==> config.mk <==
export PLATFORM = sky130hd
export DESIGN_NAME = scpad_addr_walker
export DESIGN_NICKNAME = d
export VERILOG_FILES = /design/src/rtl/scpad_addr_walker.sv
export SDC_FILE = /design/constraint.sdc
export NUM_CORES = 1
export LEC_CHECK = 0
export BUFFER_PORTS_ARGS = -buffer_cell sky130_fd_sc_hd__buf_2
export CAP_MARGIN = 5
export CORE_UTILIZATION = 40
export CTS_CLUSTER_DIAMETER = 120
export CTS_CLUSTER_SIZE = 12
export DETAILED_ROUTE_END_ITERATION = 10
export PLACE_DENSITY = 0.6
export SLEW_MARGIN = 25
export SYNTH_ARGS = -nofsm -noshare
export SYNTH_HDL_FRONTEND = slang
export SYNTH_SLANG_ARGS = --single-unit
==> constraint.sdc <==
create_clock -name CLK -period 5.77 [get_ports CLK]
set_input_delay 1.731 -clock CLK [delete_from_list [all_inputs] [get_ports CLK]]
set_output_delay 1.731 -clock CLK [all_outputs]
set_load 0.05 [all_outputs]
==> src/rtl/scpad_addr_walker.sv <==
// rtl/scpad_addr_walker.sv - tile walker emitting one per-bank crossbar descriptor per cycle
// Row-major walks step the slot per descriptor; column-major walks step the slot per bank.
module scpad_addr_walker #(
  parameter int NUM_BANKS     = 32,
  parameter int ROW_IDX_WIDTH = 10,
  parameter int DIM_WIDTH     = $clog2(NUM_BANKS),
  parameter bit SWIZZLE_EN    = 1'b1
) (
  input  logic                               CLK,
  input  logic                               RST,
  input  logic                               req_valid,
  output logic                               req_ready,
  input  logic                               req_row_major,
  input  logic [ROW_IDX_WIDTH-1:0]           req_spad_addr,
  input  logic [DIM_WIDTH:0]                 req_num_rows,
  input  logic [DIM_WIDTH:0]                 req_num_cols,
  input  logic                               abort,
  output logic                               desc_valid,
  input  logic                               desc_ready,
  output logic [NUM_BANKS*ROW_IDX_WIDTH-1:0] desc_slot,
  output logic [NUM_BANKS-1:0]               desc_valid_mask,
  output logic [NUM_BANKS*DIM_WIDTH-1:0]     desc_shift,
  output logic [DIM_WIDTH-1:0]               desc_idx,
  output logic                               desc_last,
  output logic                               done
);

  typedef enum logic [1:0] {S_IDLE, S_ISSUE, S_DONE} state_t;

  localparam logic [DIM_WIDTH:0] BANKS_W = (DIM_WIDTH+1)'(NUM_BANKS);
  localparam logic [DIM_WIDTH:0] ONE_W   = (DIM_WIDTH+1)'(1);

  state_t                             state_q, state_d;
  logic                               row_major_q;
  logic [ROW_IDX_WIDTH-1:0]           addr_q;
  logic [DIM_WIDTH:0]                 rows_q, cols_q;
  logic [DIM_WIDTH-1:0]               idx_q;
  logic                               last_q, last_d;
  logic [NUM_BANKS*ROW_IDX_WIDTH-1:0] slot_q, slot_d;
  logic [NUM_BANKS-1:0]               mask_q, mask_d;
  logic [NUM_BANKS*DIM_WIDTH-1:0]     shift_q, shift_d;

  logic                     accept, handshake, load;
  logic [DIM_WIDTH:0]       rows_sat, cols_sat, req_len, walk_len;
  logic                     src_rm;
  logic [ROW_IDX_WIDTH-1:0] src_addr;
  logic [DIM_WIDTH:0]       src_rows, src_cols, src_len;
  logic [DIM_WIDTH-1:0]     src_idx;

  assign rows_sat  = (req_num_rows > BANKS_W) ? BANKS_W : req_num_rows;
  assign cols_sat  = (req_num_cols > BANKS_W) ? BANKS_W : req_num_cols;
  assign req_len   = req_row_major ? rows_sat : cols_sat;
  assign walk_len  = row_major_q ? rows_q : cols_q;
  assign accept    = req_valid & (state_q == S_IDLE);
  assign handshake = (state_q == S_ISSUE) & desc_ready & ~abort;
  assign load      = (accept & (req_len != '0)) | (handshake & ~last_q);

  // The next descriptor comes from the request itself on acceptance, else from the latched walk.
  assign src_rm   = accept ? req_row_major : row_major_q;
  assign src_addr = accept ? req_spad_addr : addr_q;
  assign src_rows = accept ? rows_sat : rows_q;
  assign src_cols = accept ? cols_sat : cols_q;
  assign src_len  = accept ? req_len : walk_len;
  assign src_idx  = accept ? '0 : idx_q + DIM_WIDTH'(1);

  always_comb begin
    logic [ROW_IDX_WIDTH-1:0] abs_v;
    logic [DIM_WIDTH-1:0]     base_v;
    abs_v   = '0;
    base_v  = '0;
    slot_d  = '0;
    mask_d  = '0;
    shift_d = '0;
    for (int b = 0; b < NUM_BANKS; b++) begin
      abs_v  = src_addr + (src_rm ? ROW_IDX_WIDTH'(src_idx) : ROW_IDX_WIDTH'(b));
      base_v = src_rm ? DIM_WIDTH'(b) : src_idx;
      slot_d[b*ROW_IDX_WIDTH +: ROW_IDX_WIDTH] = abs_v;
      mask_d[b] = (DIM_WIDTH+1)'(b) < (src_rm ? src_cols : src_rows);
      shift_d[b*DIM_WIDTH +: DIM_WIDTH] = SWIZZLE_EN ? (base_v ^ abs_v[DIM_WIDTH-1:0]) : base_v;
    end
    last_d = ((DIM_WIDTH+1)'(src_idx) + ONE_W) == src_len;
  end

  always_ff @(posedge CLK) begin
    if (RST) state_q <= S_IDLE;
    else     state_q <= state_d;
  end

  always_comb begin
    state_d = state_q;
    case (state_q)
      S_IDLE:  if (accept) state_d = (req_len == '0) ? S_DONE : S_ISSUE;
      S_ISSUE: begin
        if (abort)                    state_d = S_IDLE;
        else if (desc_ready && last_q) state_d = S_DONE;
      end
      S_DONE:  state_d = S_IDLE;
      default: state_d = S_IDLE;
    endcase
  end

  always_comb begin
    req_ready  = 1'b0;
    desc_valid = 1'b0;
    done       = 1'b0;
    case (state_q)
      S_IDLE:  req_ready  = 1'b1;
      S_ISSUE: desc_valid = 1'b1;
      S_DONE:  done       = 1'b1;
      default: ;
    endcase
  end

  always_ff @(posedge CLK) begin
    if (RST) begin
      row_major_q <= 1'b0;
      addr_q      <= '0;
      rows_q      <= '0;
      cols_q      <= '0;
      idx_q       <= '0;
      last_q      <= 1'b0;
      slot_q      <= '0;
      mask_q      <= '0;
      shift_q     <= '0;
    end else begin
      if (accept) begin
        row_major_q <= req_row_major;
        addr_q      <= req_spad_addr;
        rows_q      <= rows_sat;
        cols_q      <= cols_sat;
      end
      if (load) begin
        idx_q   <= src_idx;
        last_q  <= last_d;
        slot_q  <= slot_d;
        mask_q  <= mask_d;
        shift_q <= shift_d;
      end else if (state_q == S_ISSUE && state_d != S_ISSUE) begin
        last_q <= 1'b0;
      end
    end
  end

  assign desc_slot       = slot_q;
  assign desc_valid_mask = mask_q;
  assign desc_shift      = shift_q;
  assign desc_idx        = idx_q;
  assign desc_last       = last_q;

endmodule
== After elaboration in Yosys (flattened, before gate mapping) ==
Cells that the tools add are included.
Cells by class
  bitwise logic cells: 40
  muxes and demuxes: 85
  reductions and logical operators: 6
  $add $sub $neg: 34
  $lt $le $gt $ge: 34
  equal/unequal tests: 4
Operators with widths (count)
  2-to-1 mux 5 bit: 65
  adder 10 x 5 -> 10 bit: 32
  bitwise XOR 5 bit: 32
  < comparator 5 x 6 -> 1 bit, first input constant: 16
  < comparator 4 x 6 -> 1 bit, first input constant: 8
  2-to-1 mux 6 bit: 8
  < comparator 3 x 6 -> 1 bit, first input constant: 4
  > comparator 6 bit, second input constant: 2
  < comparator 1 x 6 -> 1 bit, first input constant: 2
  < comparator 2 x 6 -> 1 bit, first input constant: 2
  2-to-1 mux 10 bit: 1
  2-to-1 mux 2 bit: 4
  adder 5 x 1 -> 6 bit, second input constant: 1
  == test 6 bit: 1
  logical NOT 6 bit: 1
  2-to-1 mux 1 bit: 6
  nonzero test 6 bit: 1
  adder 5 x 1 -> 5 bit, second input constant: 1
  bitwise AND 1 bit: 5
  one-hot mux 2 bit (2 select lines): 1
  == test 2 x 1 -> 1 bit, second input constant: 1
  == test 2 bit, second input constant: 1
  logical AND 1 bit: 2
  logical NOT 2 bit: 1
  other kinds (4): 5
Storage, ports and cells
  logic and storage cells: 213
  input port bits: 28
  register bits after elaboration: 543

== Longest topological paths before layout ==
  word-level depth: 11
  depth in mapped cells: 18

== Least setup slack after synthesis ==
OpenSTA, ideal clock, no wires.
  kind: in2reg
  from: in req_valid
  to: reg slot_q[178], in the netlist desc_slot[178]
  stages on the path: 17
  slack: 0.742 ns
  arrival time: 4.954 ns
  path buffers: 5
  library setup time: 0.074 ns
  cell sequence: or3b_1 > buf_2 > buf_6 > buf_2 > buf_1 > nand2_1 > nand2_1 > ha_1 > fa_1 > clkbuf_1 > a21o_1 > a21oi_1 > nor2b_1 > o21ai_0 > nor2_1 > xor2_1 > o21ai_0
RTL lines
  start: declaration: line 11  | input logic req_valid,
  bitwise AND 1 bit: line 54  | assign accept = req_valid & (state_q == S_IDLE);
  2-to-1 mux 10 bit
  net src_addr[0]: line 46  | logic [ROW_IDX_WIDTH-1:0] src_addr;
  adder 10 x 5 -> 10 bit: line 75  | abs_v = src_addr + (src_rm ? ROW_IDX_WIDTH'(src_idx) : ROW_IDX_WIDTH'(b));
  end signal: assignment: line 135  | slot_q <= slot_d;
  end: declaration: line 39  | logic [NUM_BANKS*ROW_IDX_WIDTH-1:0] slot_q, slot_d;
The timed path passes the listed nets, and every way through them passes these cells.
A chain may end at the register's enable or synchronous reset.

== Final worst setup path ==
  from: in req_row_major
  to: reg slot_q[198], in the netlist desc_slot[198]
Between the ends
  word-level cells in the longest chain between the ends: 4
RTL lines
  start: declaration: line 13  | input logic req_row_major,
  parallel branches: the longest is 4 deep, another holds adder 10 x 5 -> 10 bit
Several ways; the timed one is not identified.

==> flow_metrics.env <==
export IMPL_synthArstFlopShare_pct=0
export IMPL_synth_warnings=0
export IMPL_clkSinkCount=347
export IMPL_drc=0
export IMPL_htree_levels=2
export IMPL_core_area_um2=45500
export IMPL_critPathKind="input pin to flip-flop"
export IMPL_boundaryPins=549
export IMPL_start_util_pct=40.7
export IMPL_cts_root_buffer="clkbuf_16"
export IMPL_grt_pass1_vias=15600
export IMPL_cp_cell_sequence="buf_2 > and4bb_2 > a21o_1 > o21ai_0 > ha_1 > fa_1 > a21o_1 > a21oi_1 > nor2b_1 > o21ai_0 > nor2_1 > xor2_1 > o21ai_0"
export IMPL_layout_nets=2665
export IMPL_grt_max_degree=167
export IMPL_ir_worst_vdd_mv=0.308
export IMPL_port_buffers=548
export IMPL_slew_viol_final=0
export IMPL_clockBufferDepth=3
export IMPL_synth_edff_count=0
export IMPL_crit_fanout=19
export IMPL_num_vias=17200
export IMPL_seq_area_frac_synth_pct=37.5
export IMPL_cts_buffers_inserted=34
export IMPL_synthFlopType="dfxtp_1"
export IMPL_worst_hold_path_type="flip-flop to flip-flop"
export IMPL_antenna_found_initial=1
export IMPL_gp_congestion=0.878
export IMPL_synth_fp_nets=2414
export IMPL_tightestPinTransition_ps=1030
export IMPL_power_total_mw=8.23
export IMPL_ys_types=61
export IMPL_outcome="complete, no violations"
export IMPL_wl_per_cell_um=20.8
export IMPL_holdWs_ps=449
export IMPL_skew_ps=26.7
export IMPL_via_per_inst=5.33
export IMPL_ys_seq_elements=347
export IMPL_syn_area_um2=18500
export IMPL_cp_end_kind="flip-flop"
export IMPL_p_per_area_nw_per_um2=387
export IMPL_cp_start_kind="input pin"
export IMPL_cpMostUsedCell="o21ai_0"
export IMPL_drt_iter0_markers=1672
export IMPL_cts_setup_buffers=0
export IMPL_finalHoldViolations=0
export IMPL_clk_latency_ps=560
export IMPL_max_freq_ghz=0.210
export IMPL_final_min_clock_period_ps=4770
export IMPL_clk_pin_slew_ps=60
export IMPL_fin_setup_tns_ps=0
export IMPL_cap_violations=0
export IMPL_num_rows=78
export IMPL_grt_use_total_pct=27.4
export IMPL_drt_wl_total_um=67100
export IMPL_fp_dieArea_um2=47200
export IMPL_die_w_um=217
export IMPL_cp_buffers_inverters=1
export IMPL_syn_instance_count=2370
export IMPL_dp_hpwl_um=47500
export IMPL_die_y_um=217
export IMPL_arrival_ps=5250
export IMPL_area_growth_pct=14.8
export IMPL_ctsResizeCount=0
export IMPL_slowest_delay_ps=560
export IMPL_worst_path_max_delay_cell="fa_1"
export IMPL_cts_tree="yes"
export IMPL_detail_route_antenna_nets=0
export IMPL_cts_hold_buf=0
export IMPL_syn_mean_instance_area_um2=7.81
export IMPL_rsz0062_at_grt="no"
export IMPL_detail_route_first_pass_iterations=5
export IMPL_period_share_pct=82.6
export IMPL_p_leak_nw=9.47
export IMPL_drive_gt1_share_pct=26.2
export IMPL_grt_pass1_wl_um=98700
export IMPL_path_delay_family="compound AO/OA/AOI/OAI gates"
export IMPL_relSlewSlack_pct=30.6
export IMPL_grt_remaining_overflow=0
export IMPL_setup_viol_count_final=0
export IMPL_worstPathRequired_ps=6260
[kinds of logic after synthesis]
family,share of synthesized area [%]
DFF,37.5
AOI/OAI and AO/OA,18.5
xor gates and xnor gates,10.2
and+or+nand+nor,18.4
muxes,1.51
buffers and inverters,12.5
adders and majority gates,1.24
[per-layer routing]
layer / track usage, % / share of wire [%] / vias to the layer above / wire length (um)
met5: 0 / 0 / - / 0
met4: 9.77 / 2.9 / 0 / 1930
met3: 4.79 / 6.9 / 94 / 4640
met2: 45.2 / 48 / 697 / 32100
met1: 35.9 / 42 / 8175 / 28400
li1: - / - / 8231 / -
[state kept, by name (all words and copies together) (netlist names), 2 cells and up]
name / cells
rows_q: 6
desc_idx: 5
addr_q: 10
desc_valid_mask: 32
cols_q: 6
desc_slot: 222
state_q: 2
desc_shift: 62
[placed cells by master (no fill, tap or decap), types with 35 or more instances in the layout]
cell / instances
buf_2: 547
nand2_1: 374
dfxtp_1: 347
a21oi_1: 320
xnor2_1: 169
nor2_1: 150
o21ai_0: 135
a211oi_1: 72
and3_1: 68
buf_4: 55
o21ai_1: 45
xor2_1: 39
clkbuf_16: 35
[synthesized netlist by cell type, types with 33 or more instances]
cell / n / area, um2
buf_2: 44 / 220
nand2_1: 376 / 1410
dfxtp_1: 347 / 6950
nor2b_1: 33 / 206
and3_1: 68 / 425
nand3b_1: 34 / 255
xor2_1: 40 / 350
o21ai_1: 45 / 225
xnor2_1: 169 / 1480
nor2_1: 150 / 563
clkbuf_1: 130 / 488
o21ai_0: 135 / 676
a21oi_1: 328 / 1640
buf_4: 197 / 1480
a211oi_1: 72 / 541
[worst min-delay path, cell delays in order, from the launching register on]
cell and delay [ps]:
dfxtp_1 310, nand2_1 50, a21oi_1 50
[where the power goes]
| group | internal [mW] | total, mW | switching [mW] |
|---|---|---|---|
| registers | 2.64 | 2.83 | 0.192 |
| logic | 0.795 | 3.35 | 2.55 |
| clock network | 1.08 | 2.05 | 0.970 |
| total | 4.52 | 8.23 | 3.71 |
[through the flow]
step	cell area [um2]	std cells	utilization [%]	setup WS [ps]
after floorplan	18500	2370	-	742
after global placement	20300	3185	44.7	536
after detailed placement	20300	3185	44.7	458
after CTS	21300	3223	46.7	1020
after global routing	21300	3224	46.7	838
final	21300	3225	46.7	1000
[layout make-up]
cell class | count | area, um2
fillers | 4649 | 24200
multi-input cells | 1623 | 9370
flip-flops and latches | 347 | 6950
repair buffers | 607 | 3250
clock buffers | 36 | 880
well taps | 600 | 751
clock inverters | 2 | 32.5
inverters | 8 | 30.0
diodes | 2 | 5.00
[worst paths after layout]
check	start	end	slack, ps	cells after the start
setup / recovery	req_row_major	desc_slot[198]$_SDFFE_PP0P_	1000	13
hold reg to reg	desc_slot[147]$_SDFFE_PP0P_	desc_slot[147]$_SDFFE_PP0P_	450	2
hold / removal	desc_slot[147]$_SDFFE_PP0P_	desc_slot[147]$_SDFFE_PP0P_	450	2
setup reg to reg	desc_idx[0]$_SDFFE_PP0P_	desc_slot[296]$_SDFFE_PP0P_	1750	13
(Power assumes the default switching activity.)
